===== config.mk =====
export PLATFORM = sky130hd
export DESIGN_NAME = wr_pix_pack
export DESIGN_NICKNAME = d
export VERILOG_FILES = /design/src/rtl/wr_pix_pack.sv
export SDC_FILE = /design/constraint.sdc
export NUM_CORES = 1
export LEC_CHECK = 0
export CAP_MARGIN = 20
export CORE_ASPECT_RATIO = 1.2
export CORE_UTILIZATION = 40
export CTS_CLUSTER_SIZE = 14
export DETAILED_ROUTE_END_ITERATION = 7
export PLACE_DENSITY_LB_ADDON = 0.1
export SLEW_MARGIN = 10
export SYNTH_ARGS = -nofsm -noshare
export SYNTH_HDL_FRONTEND = slang
export SYNTH_SLANG_ARGS = --single-unit

===== constraint.sdc =====
create_clock -name wr_clk -period 6.2 [get_ports wr_clk]
set_input_delay 1.24 -clock wr_clk [delete_from_list [all_inputs] [get_ports wr_clk]]
set_output_delay 1.24 -clock wr_clk [all_outputs]
set_load 0.005 [all_outputs]

===== src/rtl/wr_pix_pack.sv =====
// -----------------------------------------------------------------------------
// wr_pix_pack
//   Packs 16-bit camera pixels into 128-bit words for the DDR write FIFO.
//   Eight pixels fill one word (pixel 0 in the low lane). Full words go into a
//   2-entry output buffer drained with a valid/ready handshake. A frame_end
//   pulse flushes any partial word with unused lanes zeroed. After the buffer
//   drains, frame_done pulses with the number of words pushed in that frame.
//   The camera cannot be stalled. A pixel offered while the packer cannot take
//   it is dropped and sets the sticky ovf flag.
//
// Ports
//   wr_clk       pixel / write clock
//   wr_rst_n     asynchronous active-low reset
//   pix_vld      pixel strobe from capture
//   pix_data     pixel value
//   frame_end    one-cycle end-of-frame pulse (last pixel on or before it)
//   pix_rdy      combinational: a pixel can be accepted this cycle
//   wr_vld       packed word valid
//   wr_data      packed word (pixel 0 in [15:0], pixel 7 in [127:112])
//   wr_rdy       downstream can take a word
//   frame_done   one-cycle pulse once the frame has fully drained
//   frame_words  words pushed in the frame, valid while frame_done = 1
//   ovf          sticky overflow flag, cleared only by reset
// -----------------------------------------------------------------------------
module wr_pix_pack #(
  parameter int IN_W  = 16,
  parameter int OUT_W = 128,
  parameter int CNT_W = 16
) (
  input  logic             wr_clk,
  input  logic             wr_rst_n,
  input  logic             pix_vld,
  input  logic [IN_W-1:0]  pix_data,
  input  logic             frame_end,
  output logic             pix_rdy,
  output logic             wr_vld,
  output logic [OUT_W-1:0] wr_data,
  input  logic             wr_rdy,
  output logic             frame_done,
  output logic [CNT_W-1:0] frame_words,
  output logic             ovf
);

  typedef enum logic [1:0] {
    ST_PACK  = 2'd0,
    ST_FLUSH = 2'd1,
    ST_DRAIN = 2'd2
  } state_e;

  state_e             state_q, state_d;
  logic [2:0]         lane_q, lane_d;
  logic [OUT_W-1:0]   acc_q, acc_d;
  logic [OUT_W-1:0]   buf0_q, buf0_d;   // head entry, drives wr_data
  logic [OUT_W-1:0]   buf1_q, buf1_d;
  logic [1:0]         occ_q, occ_d;     // number of buffered words (0..2)
  logic               vld_q, vld_d;
  logic               done_q, done_d;
  logic [CNT_W-1:0]   words_q, words_d;
  logic               ovf_q, ovf_d;

  logic               pop_s;
  logic               full_s;
  logic               pix_rdy_s;
  logic               push_s;
  logic [OUT_W-1:0]   push_word_s;

  // Handshake terms and pixel acceptance.
  always_comb begin
    pop_s  = vld_q & wr_rdy;
    full_s = (occ_q == 2'd2);
    // The only blocking case in PACK: the 8th pixel would push into a full
    // buffer that is not being popped this cycle.
    pix_rdy_s = (state_q == ST_PACK) & ~((lane_q == 3'd7) & full_s & ~pop_s);
  end

  assign pix_rdy = pix_rdy_s;

  // Packing state machine: accumulator, lane counter, push request, frame end.
  always_comb begin
    state_d     = state_q;
    lane_d      = lane_q;
    acc_d       = acc_q;
    push_s      = 1'b0;
    push_word_s = acc_q;
    done_d      = 1'b0;
    ovf_d       = ovf_q | (pix_vld & ~pix_rdy_s);

    case (state_q)
      ST_PACK: begin
        if (pix_vld && pix_rdy_s) begin
          acc_d[IN_W*int'(lane_q) +: IN_W] = pix_data;
          if (lane_q == 3'd7) begin
            push_s      = 1'b1;
            push_word_s = acc_d;
            // Clearing on push keeps unfilled lanes zero for a later flush.
            acc_d       = {OUT_W{1'b0}};
            lane_d      = 3'd0;
          end else begin
            lane_d = lane_q + 3'd1;
          end
        end else begin
          lane_d = lane_q;
        end
        if (frame_end) begin
          state_d = (lane_d != 3'd0) ? ST_FLUSH : ST_DRAIN;
        end else begin
          state_d = ST_PACK;
        end
      end
      ST_FLUSH: begin
        if (!full_s || pop_s) begin
          push_s      = 1'b1;
          push_word_s = acc_q;
          acc_d       = {OUT_W{1'b0}};
          lane_d      = 3'd0;
          state_d     = ST_DRAIN;
        end else begin
          state_d = ST_FLUSH;
        end
      end
      ST_DRAIN: begin
        if (occ_q == 2'd0) begin
          done_d  = 1'b1;
          state_d = ST_PACK;
        end else begin
          state_d = ST_DRAIN;
        end
      end
      default: begin
        state_d = ST_PACK;
      end
    endcase
  end

  // Two-entry output buffer with simultaneous push/pop support.
  always_comb begin
    buf0_d = buf0_q;
    buf1_d = buf1_q;
    occ_d  = occ_q;
    case ({push_s, pop_s})
      2'b10: begin
        if (occ_q == 2'd0) begin
          buf0_d = push_word_s;
          occ_d  = 2'd1;
        end else begin
          buf1_d = push_word_s;
          occ_d  = 2'd2;
        end
      end
      2'b01: begin
        buf0_d = buf1_q;
        occ_d  = occ_q - 2'd1;
      end
      2'b11: begin
        if (occ_q == 2'd1) begin
          buf0_d = push_word_s;
        end else begin
          buf0_d = buf1_q;
          buf1_d = push_word_s;
        end
      end
      default: begin
        occ_d = occ_q;
      end
    endcase
    vld_d = (occ_d != 2'd0);
  end

  // Per-frame word counter: cleared after frame_done, saturates at all-ones.
  always_comb begin
    if (done_q) begin
      words_d = {CNT_W{1'b0}};
    end else begin
      words_d = words_q;
    end
    if (push_s && (words_d != {CNT_W{1'b1}})) begin
      words_d = words_d + {{(CNT_W-1){1'b0}}, 1'b1};
    end else begin
      words_d = words_d;
    end
  end

  // State and output registers.
  always_ff @(posedge wr_clk or negedge wr_rst_n) begin
    if (!wr_rst_n) begin
      state_q <= ST_PACK;
      lane_q  <= 3'd0;
      acc_q   <= {OUT_W{1'b0}};
      buf0_q  <= {OUT_W{1'b0}};
      buf1_q  <= {OUT_W{1'b0}};
      occ_q   <= 2'd0;
      vld_q   <= 1'b0;
      done_q  <= 1'b0;
      words_q <= {CNT_W{1'b0}};
      ovf_q   <= 1'b0;
    end else begin
      state_q <= state_d;
      lane_q  <= lane_d;
      acc_q   <= acc_d;
      buf0_q  <= buf0_d;
      buf1_q  <= buf1_d;
      occ_q   <= occ_d;
      vld_q   <= vld_d;
      done_q  <= done_d;
      words_q <= words_d;
      ovf_q   <= ovf_d;
    end
  end

  assign wr_vld      = vld_q;
  assign wr_data     = buf0_q;
  assign frame_done  = done_q;
  assign frame_words = words_q;
  assign ovf         = ovf_q;

endmodule


==> impl_table.tex <==
\begin{tabular}{lr}
\hline
Metric & Value \\
\hline
\multicolumn{2}{l}{\textbf{Synthesis}} \\
\quad Area of the mapped netlist & 18200 µm² \\
\quad Synthesized net count & 1836 \\
\quad Synth top area share & 0.563 \\
\quad Number of instances in the synthesized netlist & 1800 \\
\quad Largest area contributor in the netlist & sky130\_fd\_sc\_hd\_\_dfrtp\_1 \\
\quad Number of enable flip-flop cells after synthesis & 0 \\
\quad Yosys warning total & 0 \\
\quad Leading cell types by total area after synthesis & sky130\_fd\_sc\_hd\_\_dfrtp\_1 (56\%), sky130\_fd\_sc\_hd\_\_a21oi\_1 (7.9\%), sky130\_fd\_sc\_hd\_\_nor2\_1 (5.8\%) \\
\quad Top\_reg\_cell synth & sky130\_fd\_sc\_hd\_\_dfrtp\_1 \\
\quad Fraction of the yosys area taken by sequential cells & 0.563 \\
\quad Post-synthesis register bit count & 410 \\
\quad Unique masters post-synth & 65 \\
\quad Syn avg cell area & 10.1 µm² \\
\quad Synth async-reset ratio & 1.00 \\
\multicolumn{2}{l}{\textbf{Placed design}} \\
\quad Post-detail-place hpwl & 32800 µm \\
\quad Port bufs & 168 \\
\quad Weighted congestion at the end of routability-driven global placement & 0.843 \\
\quad Worst-case setup slack after placement & 1.09 ns \\
\quad Post-DP Area & 20200 µm² \\
\multicolumn{2}{l}{\textbf{Clocking}} \\
\quad Number of buffers inserted during clock tree synthesis & 43 \\
\quad Clk buf depth & 3 \\
\quad Register clock-pin slew on the reported worst setup and hold paths & 0.06 ns \\
\quad Count of H-tree levels built during CTS & 2 \\
\quad Post-CTS Hold Fix Bufs & 0 \\
\quad Clock tree from TritonCTS & done \\
\quad Post CTS Setup Buffer Count & 0 \\
\quad Clock insertion delay at the later pin of the skew report & 0.55 ns \\
\quad Resized cells post-CTS & 0 \\
\quad Root buffer cell & sky130\_fd\_sc\_hd\_\_clkbuf\_16 \\
\quad CTS Sinks & 410 \\
\multicolumn{2}{l}{\textbf{Critical path}} \\
\quad Worst Reg2Reg Path Length in Cells & 13 \\
\quad Buffer and inverter count on the worst path & 5 \\
\quad Critical path startpoint category & primary input \\
\quad Required @ worst endpoint & 6.67 ns \\
\quad Arrival time at the worst endpoint & 4.84 ns \\
\quad Crit path depth & 13 \\
\quad Critical R2R Capture & wr\_data[12] \\
\quad Biggest fanout along the worst timing path & 54 \\
\quad Category of cells accounting for the largest share of critical-path delay & buffers and inverters \\
\quad Worst reg-to-reg setup slack & 1.83 ns \\
\quad Worst path max stage delay & 0.70 ns \\
\quad Kind of end point of the critical path & register \\
\quad Type of the setup path with the least slack & in2reg \\
\quad R2r startpoint & lane\_q[0] \\
\quad Sequence of cells on the critical path & clkdlybuf4s50\_1 > a21boi\_0 > buf\_4 > nor2\_1 > nand2\_1 > clkinv\_1 > ha\_1 > a21oi\_1 > nor2\_4 > buf\_4 > buf\_16 > a221oi\_1 > a21oi\_1 \\
\quad Slowest stage cell, crit path & sky130\_fd\_sc\_hd\_\_nor2\_4 \\
\multicolumn{2}{l}{\textbf{Timing}} \\
\quad Fin crit period & 4.38 ns \\
\quad Slack of the critical path & 1.82 ns \\
\quad Final Max Tran Viols & 0 \\
\quad Sum Neg Setup Slack & 0 ns \\
\quad Final Skew & 0.0128 ns \\
\quad Slew at the pin closest to its max-slew limit & 1.11 ns \\
\quad Final setup violation count & 0 \\
\quad Period Utilization, post-route & 0.706 \\
\quad Final number of hold-violating endpoints & 0 \\
\quad Slew Limit Headroom & 0.256 \\
\quad Top achievable clock speed & 0.228 GHz \\
\quad RSZ-0062 raised after global routing & false \\
\multicolumn{2}{l}{\textbf{Floorplan}} \\
\quad Core Region & 44900 µm² \\
\quad Area of the die & 46400 µm² \\
\quad Die outline width & 197 µm \\
\quad Count of boundary I/O pins & 169 \\
\quad Initial Util & 0.406 \\
\quad Number of placement rows & 85 \\
\quad Vertical die dimension & 236 µm \\
\multicolumn{2}{l}{\textbf{Detailed routing}} \\
\quad Drt first pass iters & 5 \\
\quad Drt via density & 5.62 \\
\quad Detailed route wirelength on metal2 & 25900 µm \\
\quad Remaining antenna violation count after routing & 0 \\
\quad Final routed DRC violation total & 0 \\
\quad Total via count after detailed routing & 14184 \\
\quad First DRT Iteration DRCs & 1112 \\
\quad Max Used Layer & met4 \\
\quad Wire length on met3 & 2560 µm \\
\quad Routed Wire Length & 53900 µm \\
\quad Post-DR wirelength/cell & 21.4 µm \\
\quad Post-Route M1 WL & 24200 µm \\
\multicolumn{2}{l}{\textbf{Min path}} \\
\quad Startpoint of the tightest hold check path & acc\_q[120] \\
\quad Tightest Hold Check Type & reg2reg \\
\quad Capture endpoint of the worst hold path & acc\_q[120] \\
\quad Hold Crit Depth & 2 \\
\multicolumn{2}{l}{\textbf{Cells and area}} \\
\quad Share of final-layout standard cells stronger than drive strength 1 & 0.0643 \\
\quad Cell area after layout & 21600 µm² \\
\quad Utilization after layout & 0.482 \\
\quad Combined area of the multi-input logic cells & 7230 µm² \\
\quad Sequential standard cell area & 10300 µm² \\
\quad Fill cells & 4253 \\
\quad Area growth, synth to finish & 18.7\% \\
\quad Final \#Nets & 1918 \\
\quad Antenna diode count & 0 \\
\multicolumn{2}{l}{\textbf{Global route}} \\
\quad GRT Resource Usage Total & 0.233 \\
\quad Largest net degree at the start of global routing & 209 \\
\quad Global-route wire length before repair & 84200 µm \\
\quad Initial antenna violation count & 1 \\
\quad Vias in the first global route & 14128 \\
\quad Total congestion overflow after global routing & 0 \\
\multicolumn{2}{l}{\textbf{Flow run}} \\
\quad Number of max-cap violations & 0 \\
\multicolumn{2}{l}{\textbf{Run status}} \\
\quad Run status & finished, final reports clean \\
\multicolumn{2}{l}{\textbf{Power}} \\
\quad Leak & 9.03 nW \\
\quad IR Drop Worst-Case VDD & 357 µV \\
\quad Total power per unit cell area & 535 nW/µm² \\
\hline
\end{tabular}
-- Yosys cell counts (all sizes together), types with 3 or more instances --
| library cell | n |
|---|---|
| dfrtp | 410 |
| o31a | 11 |
| mux2i | 84 |
| o21ai | 42 |
| a221oi | 16 |
| clkbuf | 119 |
| nand2 | 83 |
| and2 | 31 |
| or2 | 6 |
| o21a | 3 |
| nor2 | 285 |
| nor3 | 27 |
| nor2b | 13 |
| a21oi | 288 |
| o22ai | 114 |
| nor3b | 3 |
| xnor2 | 7 |
| mux2 | 13 |
| o2111ai | 3 |
| a22o | 64 |
| buf | 35 |
| nand2b | 4 |
| ha | 15 |
| nand4 | 6 |
| nor4 | 3 |
| xor2 | 5 |
| inv | 24 |
| nand3 | 11 |
| o2bb2ai | 48 |
-- worst register-to-register path, cell delays in order (launching register included) --
cell and delay [ns]:
sky130_fd_sc_hd__dfrtp_1 0.60, sky130_fd_sc_hd__ha_1 0.32, sky130_fd_sc_hd__ha_1 0.39, sky130_fd_sc_hd__a21oi_1 0.14
sky130_fd_sc_hd__nor2_1 0.15, sky130_fd_sc_hd__nand2_1 0.12, sky130_fd_sc_hd__clkinv_1 0.23, sky130_fd_sc_hd__ha_1 0.23
sky130_fd_sc_hd__a21oi_1 0.11, sky130_fd_sc_hd__nor2_4 0.70, sky130_fd_sc_hd__buf_4 0.59, sky130_fd_sc_hd__buf_16 0.33
sky130_fd_sc_hd__a221oi_1 0.19, sky130_fd_sc_hd__a21oi_1 0.20
-- area by class of cell --
| type | instances | share of cell area |
|---|---|---|
| Multi-Input combinational cell | 1211 | 0.334 |
| Tap cell | 609 | 0.0352 |
| Timing Repair Buffer | 191 | 0.0901 |
| Clock buffer | 66 | 0.0589 |
| Sequential cell | 410 | 0.474 |
| Inverter | 25 | 0.00434 |
| Clock inverter | 10 | 0.00301 |
-- state kept, by name (all words and copies together) (netlist names) --
signal,count
wr_vld,1
acc_q,128
frame_words,16
frame_done,1
occ_q,2
state_q,2
buf1_q,128
ovf,1
lane_q,3
wr_data,128
-- layout by cell type, fill, tap and decap left out, drive strengths merged, types with 2 or more instances in the layout --
cell type      count
nand3             11
dfrtp            410
o2111ai            3
nor3              27
o211ai             2
nor4               3
nand4b             2
o22ai            114
nand2b             4
nor3b              3
a21oi            288
and2              31
mux2i             84
nor2b             13
a22o              64
inv               25
or2                6
nor4b              2
clkbuf            66
mux2              13
xor2               5
o21ai             42
xnor2              7
and3               2
clkdlybuf4s50    167
ha                15
o21a               3
nand2             83
a31oi              2
nand4              6
buf               24
clkinv            10
o31a              11
a221oi            16
nor2             285
o2bb2ai           48
-- logic make-up (layout without fill, tap and decap cells) --
| group | Yosys count | after routing | share of synthesized area |
|---|---|---|---|
| AOI/OAI and AO/OA | 602 | 602 | 0.205 |
| xor gates and xnor gates | 12 | 12 | 0.00577 |
| adders and majority gates | 15 | 15 | 0.0103 |
| buffers and inverters | 179 | 292 | 0.0424 |
| DFF | 410 | 410 | 0.563 |
| muxes | 97 | 97 | 0.0542 |
| and+or+nand+nor | 485 | 485 | 0.119 |
-- stage by stage --
stage          hold WS (ns)  power (mW)  instances
6_report              0.470        11.6       2522
5_1_grt               0.499        12.4       2522
4_1_cts               0.478        11.7       2519
3_5_place_dp          0.464        9.14       2443
3_3_place_gp          0.456        9.01       2443
2_1_floorplan         0.444        7.13       1800
-- report_power, final --
group | internal, mW | total, mW | switching [mW] | leakage, nW
clock | 1.41 | 2.48 | 1.06 | 0.665
sequential | 3.77 | 4.46 | 0.692 | 5.20
combinational | 2.01 | 4.63 | 2.62 | 3.17
total | 7.19 | 11.6 | 4.38 | 9.03
-- worst max-delay path by stage --
stage | startpoint | endpoint | slack (ns)
6_report | wr_rdy | wr_data[12] | 1.82
5_1_grt | lane_q[0] | wr_data[12] | 1.42
4_1_cts | lane_q[0] | wr_data[12] | 1.60
3_5_place_dp | wr_rdy | wr_data[2] | 1.09
3_3_place_gp | wr_rdy | wr_data[12] | 1.14
2_1_floorplan | wr_rdy | wr_data[10] | 2.70
-- metal layers --
| layer | vias to the layer above | global-route usage |
|---|---|---|
| met5 | - | 0 |
| met4 | 0 | 0.0705 |
| met3 | 77 | 0.0380 |
| met2 | 367 | 0.373 |
| met1 | 7159 | 0.325 |
| li1 | 6581 | - |
Note: power is estimated with default switching activity, not from simulation.
